==> src/rtl/mem_arbiter.sv <==
// ---------------------------------------------------------------------------
// mem_arbiter
//
// Purpose:
//   Two-port round-robin arbiter in front of a single-port memory bank.
//   A request seen while idle is latched, granted for exactly one ACCESS
//   cycle, and (for reads) the bank's combinational read data is captured
//   at the end of that cycle and flagged with a one-cycle rvalid pulse on
//   the winning port. At most one access completes every two cycles.
//
// Ports:
//   clk                 sole clock, all state updates on its rising edge
//   rst                 synchronous active-high reset
//   req0/we0/addr0/wdata0   port 0 request, write enable, address, data
//   gnt0/rvalid0/rdata0     port 0 grant pulse, read-valid pulse, read data
//   req1/we1/addr1/wdata1   port 1 request, write enable, address, data
//   gnt1/rvalid1/rdata1     port 1 grant pulse, read-valid pulse, read data
//   mem_addr/mem_we/mem_wdata   address, write strobe, write data to bank
//   mem_rdata           combinational read data from bank at mem_addr
//   busy                high while the arbiter is in its ACCESS state
// ---------------------------------------------------------------------------
module mem_arbiter #(
  parameter int AW = 6,
  parameter int DW = 20
) (
  input  logic          clk,
  input  logic          rst,

  input  logic          req0,
  input  logic          we0,
  input  logic [AW-1:0] addr0,
  input  logic [DW-1:0] wdata0,
  output logic          gnt0,
  output logic          rvalid0,
  output logic [DW-1:0] rdata0,

  input  logic          req1,
  input  logic          we1,
  input  logic [AW-1:0] addr1,
  input  logic [DW-1:0] wdata1,
  output logic          gnt1,
  output logic          rvalid1,
  output logic [DW-1:0] rdata1,

  output logic [AW-1:0] mem_addr,
  output logic          mem_we,
  output logic [DW-1:0] mem_wdata,
  input  logic [DW-1:0] mem_rdata,

  output logic          busy
);

  typedef enum logic {
    IDLE   = 1'b0,
    ACCESS = 1'b1
  } state_t;

  state_t        state;

  // Round-robin pointer: the port that wins the next tie.
  logic          ptr;

  // Identity and direction of the access currently in flight. mem_addr and
  // mem_wdata double as the latched address/data, since they must hold
  // their last value outside ACCESS anyway.
  logic          win;
  logic          lat_we;

  // Arbitration decision for this cycle, plus the winner's request fields
  // steered through a single mux so the FSM only deals with one request.
  logic          any_req;
  logic          pick1;
  logic          sel_we;
  logic [AW-1:0] sel_addr;
  logic [DW-1:0] sel_wdata;

  // Decide which port would win if we were to grant right now. A lone
  // requester always wins; on a tie the round-robin pointer decides.
  always_comb begin
    any_req = req0 | req1;
    pick1   = 1'b0;
    if (req0 && req1) begin
      pick1 = ptr;
    end else if (req1) begin
      pick1 = 1'b1;
    end
    sel_we    = pick1 ? we1    : we0;
    sel_addr  = pick1 ? addr1  : addr0;
    sel_wdata = pick1 ? wdata1 : wdata0;
  end

  // Main controller. Every output is registered so that grant, strobe and
  // busy line up exactly with the ACCESS cycle, and the read-valid pulse
  // lands in the cycle right after it. Pulse outputs default low each
  // cycle and are only raised by the state that owns them. Reset wins over
  // everything, which also aborts an in-flight read before its rvalid.
  always_ff @(posedge clk) begin
    if (rst) begin
      state     <= IDLE;
      ptr       <= 1'b0;
      win       <= 1'b0;
      lat_we    <= 1'b0;
      gnt0      <= 1'b0;
      gnt1      <= 1'b0;
      rvalid0   <= 1'b0;
      rvalid1   <= 1'b0;
      rdata0    <= '0;
      rdata1    <= '0;
      mem_addr  <= '0;
      mem_wdata <= '0;
      mem_we    <= 1'b0;
      busy      <= 1'b0;
    end else begin
      gnt0    <= 1'b0;
      gnt1    <= 1'b0;
      rvalid0 <= 1'b0;
      rvalid1 <= 1'b0;
      mem_we  <= 1'b0;
      busy    <= 1'b0;

      case (state)
        IDLE: begin
          if (any_req) begin
            state     <= ACCESS;
            busy      <= 1'b1;
            win       <= pick1;
            ptr       <= ~pick1;
            lat_we    <= sel_we;
            mem_addr  <= sel_addr;
            mem_wdata <= sel_wdata;
            mem_we    <= sel_we;
            gnt0      <= ~pick1;
            gnt1      <= pick1;
          end
        end

        ACCESS: begin
          // The access is always a single cycle; requests seen now are
          // ignored and will be picked up on the next idle cycle.
          state <= IDLE;
          if (!lat_we) begin
            if (win) begin
              rdata1  <= mem_rdata;
              rvalid1 <= 1'b1;
            end else begin
              rdata0  <= mem_rdata;
              rvalid0 <= 1'b1;
            end
          end
        end

        default: begin
          state <= IDLE;
        end
      endcase
    end
  end

endmodule

==> config.mk <==
export PLATFORM = sky130hd
export DESIGN_NAME = mem_arbiter
export DESIGN_NICKNAME = d
export VERILOG_FILES = /design/src/rtl/mem_arbiter.sv
export SDC_FILE = /design/constraint.sdc
export NUM_CORES = 1
export LEC_CHECK = 0
export ABC_AREA = 1
export BUFFER_PORTS_ARGS = -buffer_cell sky130_fd_sc_hd__buf_2
export CAP_MARGIN = 20
export CORE_MARGIN = 3
export CORE_UTILIZATION = 50
export DETAILED_ROUTE_END_ITERATION = 10
export PLACE_DENSITY_LB_ADDON = 0.2
export SETUP_SLACK_MARGIN = 0.5
export SLEW_MARGIN = 0
export SYNTH_ARGS = -nofsm -noshare
export SYNTH_HDL_FRONTEND = slang
export SYNTH_SLANG_ARGS = --single-unit
export TNS_END_PERCENT = 10
==> constraint.sdc <==
create_clock -name clk -period 1.73 [get_ports clk]
set_input_delay 0.2595 -clock clk [delete_from_list [all_inputs] [get_ports clk]]
set_output_delay 0.2595 -clock clk [all_outputs]
set_load 0.05 [all_outputs]
==> results of run 1 <==
-- what timing repair did --
action / in CTS / in global routing
gates cloned: 0 / 1
endpoints found under the setup margin: 8 / 74
gates resized for setup: 2 / 3
-- state kept, by name (all words and copies together) (netlist names) --
name	flops
mem_wdata	20
rdata0	20
rdata1	20
mem_addr	6
busy	1
gnt0	1
gnt1	1
lat_we	1
mem_we	1
ptr	1
rvalid0	1
rvalid1	1
win	1
-- logic make-up after synthesis --
logic type	Yosys count	share of synthesized area, %
AOI/OAI and AO/OA	114	18.2
DFF	75	47.6
and+or+nand+nor	167	21.7
buffers and inverters	86	12.5
-- worst reg2reg max path: cells and delay by family, from the launching register on --
kind            cells  cell delay [ps]
flops               1              410
compound gates      2              290
buf+inv             1              240
simple gates        1               80
-- worst paths after layout --
check / start / to / slack, ps / cells past startpoint
max: busy$_SDFF_PP0_ / busy / 510 / 1
min: rst / rvalid1$_SDFF_PP0_ / 140 / 2
max reg2reg: busy$_SDFF_PP0_ / rdata1[18]$_SDFFE_PP0P_ / 590 / 4
min reg2reg: rdata1[1]$_SDFFE_PP0P_ / rdata1[1]$_SDFFE_PP0P_ / 440 / 2
-- per-layer routing --
metal | track usage (%) | share of wire (%) | vias to the layer above
met5 | 0 | 0 | -
met4 | 8.63 | 1.4 | 0
met3 | 5.24 | 8.8 | 10
met2 | 36.4 | 47 | 130
met1 | 27.8 | 42 | 1398
li1 | - | - | 1679
-- synth_stat cells --
| cell | n | share of area (%) |
|---|---|---|
| buf_2 | 13 | 2.1 |
| o21ai_2 | 1 | 0.28 |
| nand2_1 | 34 | 4.0 |
| inv_2 | 1 | 0.12 |
| a21oi_1 | 47 | 7.5 |
| nor2_2 | 1 | 0.20 |
| nand3_2 | 1 | 0.32 |
| clkbuf_2 | 3 | 0.48 |
| inv_1 | 54 | 6.4 |
| nor2_1 | 100 | 12 |
| nand3b_1 | 1 | 0.24 |
| nand2_2 | 1 | 0.20 |
| buf_4 | 4 | 0.95 |
| nand3_1 | 28 | 4.4 |
| o21ai_0 | 44 | 7.0 |
| buf_6 | 5 | 1.8 |
| dfxtp_1 | 75 | 48 |
| nor2_4 | 1 | 0.36 |
| clkbuf_1 | 6 | 0.71 |
| o21ai_1 | 22 | 3.5 |
-- per-stage QoR --
stage               util, %  hold WS [ps]  instance area [sq um]  setup slack [ps]  cells
floorplan                 -           329                   3160               575    442
global placement       65.0           426                   3920               530    643
detailed placement     65.0           432                   3920               496    643
CTS                    68.5           121                   4130               489    659
global route           69.0           136                   4160               445    660
finish                 69.0           137                   4160               506    660
-- layout make-up --
| cell class | instances | area, sq um |
|---|---|---|
| Clock buffer | 10 | 138 |
| Clock inverter | 6 | 65.1 |
| Fill cell | 556 | 1870 |
| Inverter | 55 | 206 |
| Multi-Input combinational cell | 281 | 1260 |
| Sequential cell | 75 | 1500 |
| Tap cell | 75 | 93.8 |
| Timing Repair Buffer | 158 | 893 |
-- power groups by stage --
stage	Sequential [mW]	Clock [mW]	Combinational (mW)
2_1_floorplan	2.40	0	0.394
3_3_place_gp	1.97	0	1.11
3_5_place_dp	1.97	0	1.12
4_1_cts	1.93	1.37	1.13
5_1_grt	1.95	1.45	1.24
6_report	1.93	1.34	1.14
==> results.txt, run 1 <==
status: finished, final reports clean
mapped cell area: 0.00316 sq mm
RSZ-0062 raised after global routing: true
aggregate global-route resource usage: 22.1%
Num CTS Buffers: 9
Pwr Density: 1060 mW/mm^2
sequence of cells on the critical path: buf_4
worst min-delay path category: primary input to flop
nets: 658
routed vias: 3,217
post-CTS setup buffers: 0
synth-to-layout area growth: 31.8%
logic gate share of total power: 25.9%
total power: 4.41 mW
setup_tns: 0 ps
Final Max Tran Viols: 0
starting density of the core: 52.4%
Crit-path slowest cell: dfxtp_2
router iterations before antenna repair: 4
VDD IR max: 0.625 mV
post-DP HPWL: 5.57 mm
NetSw: 1.51 mW
first-pass GRT wire length: 13.2 mm
GP Congestion: 0.849
delay-heaviest family, CP: flip-flops
CTS tree: done
Ports: 150
Max-Cap Viols: 0
Avg Inst Size Synth: 7.14 sq um
worst slew pin tran: 356 ps
setup violators final: 0
WP data arrival: 960 ps
remaining global-route overflow: 0
Pint: 2.89 mW
Crit path buffers/inverters: 1
clock share of power: 30.3%
layout cell share with drive strength beyond 1: 31.1%
clock latency at the later pin of the worst-skew pair: 330 ps
most frequent cells in the layout: buf_2 (147), nor2_1 (100), dfxtp_1 (74)
Worst Skew: 7.31 ps
initial DRC count: 92
Critical Path Start Type: flop
Port Buf Inserts: 149
Die ar.: 0.00730 sq mm
crit share post-route: 70.7%
Yosys warning count: 0
Seq cells post-synth: 75
Lkg Pwr: 2.16 nW
pin count of the biggest net entering global routing: 55
Die Span Y: 85.4 um
post-synth net total: 520
relative slew slack: 76.2%
ANT cells: 0
Max Clock Freq: 817 MHz
Sw Share: 34.3%
Rows: 28
Chip Width: 85.4 um
drt drc: 0
largest stage delay on the critical path: 410 ps
sequential cell area fraction in the yosys report: 47.6%
vias in the first global route: 2,980
# H-tree levels: 3
Hold Fails Final Rpt: 0
Crit Path Class: flop to output port
Via-to-Cell Ratio: 4.87
Synth cell types: 20
Detailed Route WL: 8.00 mm
clk slew on worst S/H paths: 80 ps
initial antenna violation count: 0
CP Data Required Time: 1470 ps
Routed Antenna Nets: 0
DR WL/cell: 12.1 um
Flop pwr share: 43.8%
Syn Inst Count: 442
Period minus WS final: 1220 ps
CP Capture Type: output port
CTS Root Cell: clkbuf_8
worst-path maximum fanout: 5
Max Root-Sink Buffers: 2
# hold bufs at CTS: 0
core area: 0.00603 sq mm
Sink Count: 75
commonest non-fill, non-tap cell in the layout: buf_2
Note: power is estimated with default switching activity, not from simulation.
==> inputs of run 2 (changes only) <==
--- a/config.mk
+++ b/config.mk
@@ -9,7 +9,7 @@
 export BUFFER_PORTS_ARGS = -buffer_cell sky130_fd_sc_hd__buf_2
 export CAP_MARGIN = 20
 export CORE_MARGIN = 3
-export CORE_UTILIZATION = 50
+export CORE_UTILIZATION = 42
 export DETAILED_ROUTE_END_ITERATION = 10
 export PLACE_DENSITY_LB_ADDON = 0.2
 export SETUP_SLACK_MARGIN = 0.5
==> constraint.sdc (replaced) <==
create_clock -name clk -period 1.05 [get_ports clk]
set_input_delay 0.1575 -clock clk [delete_from_list [all_inputs] [get_ports clk]]
set_output_delay 0.1575 -clock clk [all_outputs]
set_load 0.05 [all_outputs]
==> results.txt, run 2 (synthesis results as in run 1) <==
GP Congestion: 0.745
CP Data Required Time: 1280 ps
final worst slack: -36.3 ps
Chip Width: 92.7 um
largest stage delay on the critical path: 400 ps
Max Root-Sink Buffers: 2
Crit path buffers/inverters: 1
total power: 7.75 mW
Critical Path Start Type: flop
sequence of cells on the critical path: nand2_1 > buf_12 > o21ai_0 > nor2_1
clock latency at the later pin of the worst-skew pair: 340 ps
VDD IR max: 0.637 mV
worst r2r src: busy$_SDFF_PP0_
placed cell area: 0.00405 sq mm
Period minus WS final: 1090 ps
Final Util: 73.5%
hold slack: 24.9 ps
r2r worst-path depth: 4
Worst Skew: 8.75 ps
Ports: 150
worst r2r dst: rdata0[19]$_SDFFE_PP0P_
CP Capture Type: flop
biggest regs: mem_wdata x20, rdata0 x20, rdata1 x20
CTS tree: done
RSZ-0062 raised after global routing: true
worst-path maximum fanout: 21
hold path cells: 2
starting density of the core: 45.0%
relative slew slack: 77.8%
DR WL/cell: 14.0 um
initial DRC count: 118
status: complete, but fails checks
nets: 662
FF-to-FF setup slack: -40 ps
HP Start: rst
delay-heaviest family, CP: flip-flops
number of fill cells: 533
WL met2: 4.76 mm
placed cells: 668
initial antenna violation count: 0
worst min-delay path category: primary input to flop
Port Buf Inserts: 149
Max Clock Freq: 921 MHz
post-DP HPWL: 5.89 mm
commonest non-fill, non-tap cell in the layout: nor2_1
core area: 0.00702 sq mm
worst slew pin tran: 333 ps
Num CTS Buffers: 9
Die Span Y: 92.7 um
Routed met3 length: 842 um
clk slew on worst S/H paths: 80 ps
# H-tree levels: 3
remaining global-route overflow: 0
ANT cells: 0
Final Max Tran Viols: 0
pin count of the biggest net entering global routing: 42
router iterations before antenna repair: 4
Sink Count: 75
Crit-path slowest cell: dfxtp_4
CTS Root Cell: clkbuf_8
Final Cell Area: 0.00516 sq mm
hold path endpoint: win$_SDFFE_PP0P_
Hold Fails Final Rpt: 0
setup violators final: 6
failing checks: setup timing
Routed Antenna Nets: 0
Highest Signal Layer: met4
layout cell share with drive strength beyond 1: 49.3%
drt drc: 0
routed vias: 3,353
WP data arrival: 1310 ps
Rows: 30
Crit Path Class: flop to flop
Via-to-Cell Ratio: 4.90
Pwr Density: 1500 mW/mm^2
Layout Cells excl Fill: 684
synth-to-layout area growth: 63.4%
Routed met1 length: 3.88 mm
first-pass GRT wire length: 14.9 mm
Lkg Pwr: 2.39 nW
Die ar.: 0.00859 sq mm
aggregate global-route resource usage: 21.6%
Max-Cap Viols: 0
Detailed Route WL: 9.58 mm
most frequent cells in the layout: nor2_1 (96), buf_2 (77), dfxtp_2 (72)
crit share post-route: 103%
vias in the first global route: 3,145
==> run 2: cell count changes in the layout (fill, tap and decap cells not counted), moves of 8 or more <==
cell and change:
o21ai_1 +14, buf_2 -70, o21ai_0 -28, buf_8 +70, nand2_1 -8, o21ai_2 +14, dfxtp_2 +71, dfxtp_1 -73
==> run 2: worst register-to-register path, stage by stage (launching register included) <==
cell and delay (ps):
dfxtp_4 400, nand2_1 130, buf_12 180, o21ai_0 190, nor2_1 80
==> run 2: area by class of cell <==
class / instances / area [sq um] / area share (%)
clock inverter: 4 / 26.3 / 0.510
multi-input combinational: 281 / 1370 / 26.5
tap: 96 / 120 / 2.33
timing repair buffer: 162 / 1690 / 32.7
sequential: 75 / 1600 / 31.0
inverter: 55 / 206 / 4.00
clock buffer: 11 / 151 / 2.94
==> run 2: repair_timing <==
action | in CTS | in global routing
setup endpoints to repair | 147 | 147
buffers inserted | 1 | 0
hold buffers | 0 | 0
gates resized for setup | 330 | 22
pin swaps | 34 | 9
==> run 2: worst max-delay path by stage <==
stage	slack [ps]	end	startpoint	cells after the start
after floorplan	10	mem_addr[2]$_SDFFE_PP0P_	busy$_SDFF_PP0_	5
after global placement	3	rdata1[18]$_SDFFE_PP0P_	busy$_SDFF_PP0_	4
after detailed placement	-6	rdata1[18]$_SDFFE_PP0P_	busy$_SDFF_PP0_	4
after CTS	-20	busy	busy$_SDFF_PP0_	1
after global routing	-110	rdata0[10]$_SDFFE_PP0P_	lat_we$_SDFFE_PP0P_	5
final	-40	rdata0[19]$_SDFFE_PP0P_	busy$_SDFF_PP0_	4
==> run 2: stage by stage <==
stage,TNS [ps],setup WS [ps]
3_3_place_gp,0,2.55
2_1_floorplan,0,13.3
4_1_cts,-21.0,-21.0
5_1_grt,-1940,-105
3_5_place_dp,-5.51,-5.51
6_report,-91.4,-36.3
==> run 2: per-layer routing <==
metal	GRT usage, %	vias up
met2	37.5	138
met1	25.1	1527
met3	6.17	9
met4	8.06	0
li1	-	1679
met5	0	-
==> run 2: where the power goes <==
group          switching [mW]  internal [mW]
clock                    1.03          0.970
sequential              0.210           3.11
combinational            1.43           1.00
total                    2.67           5.08
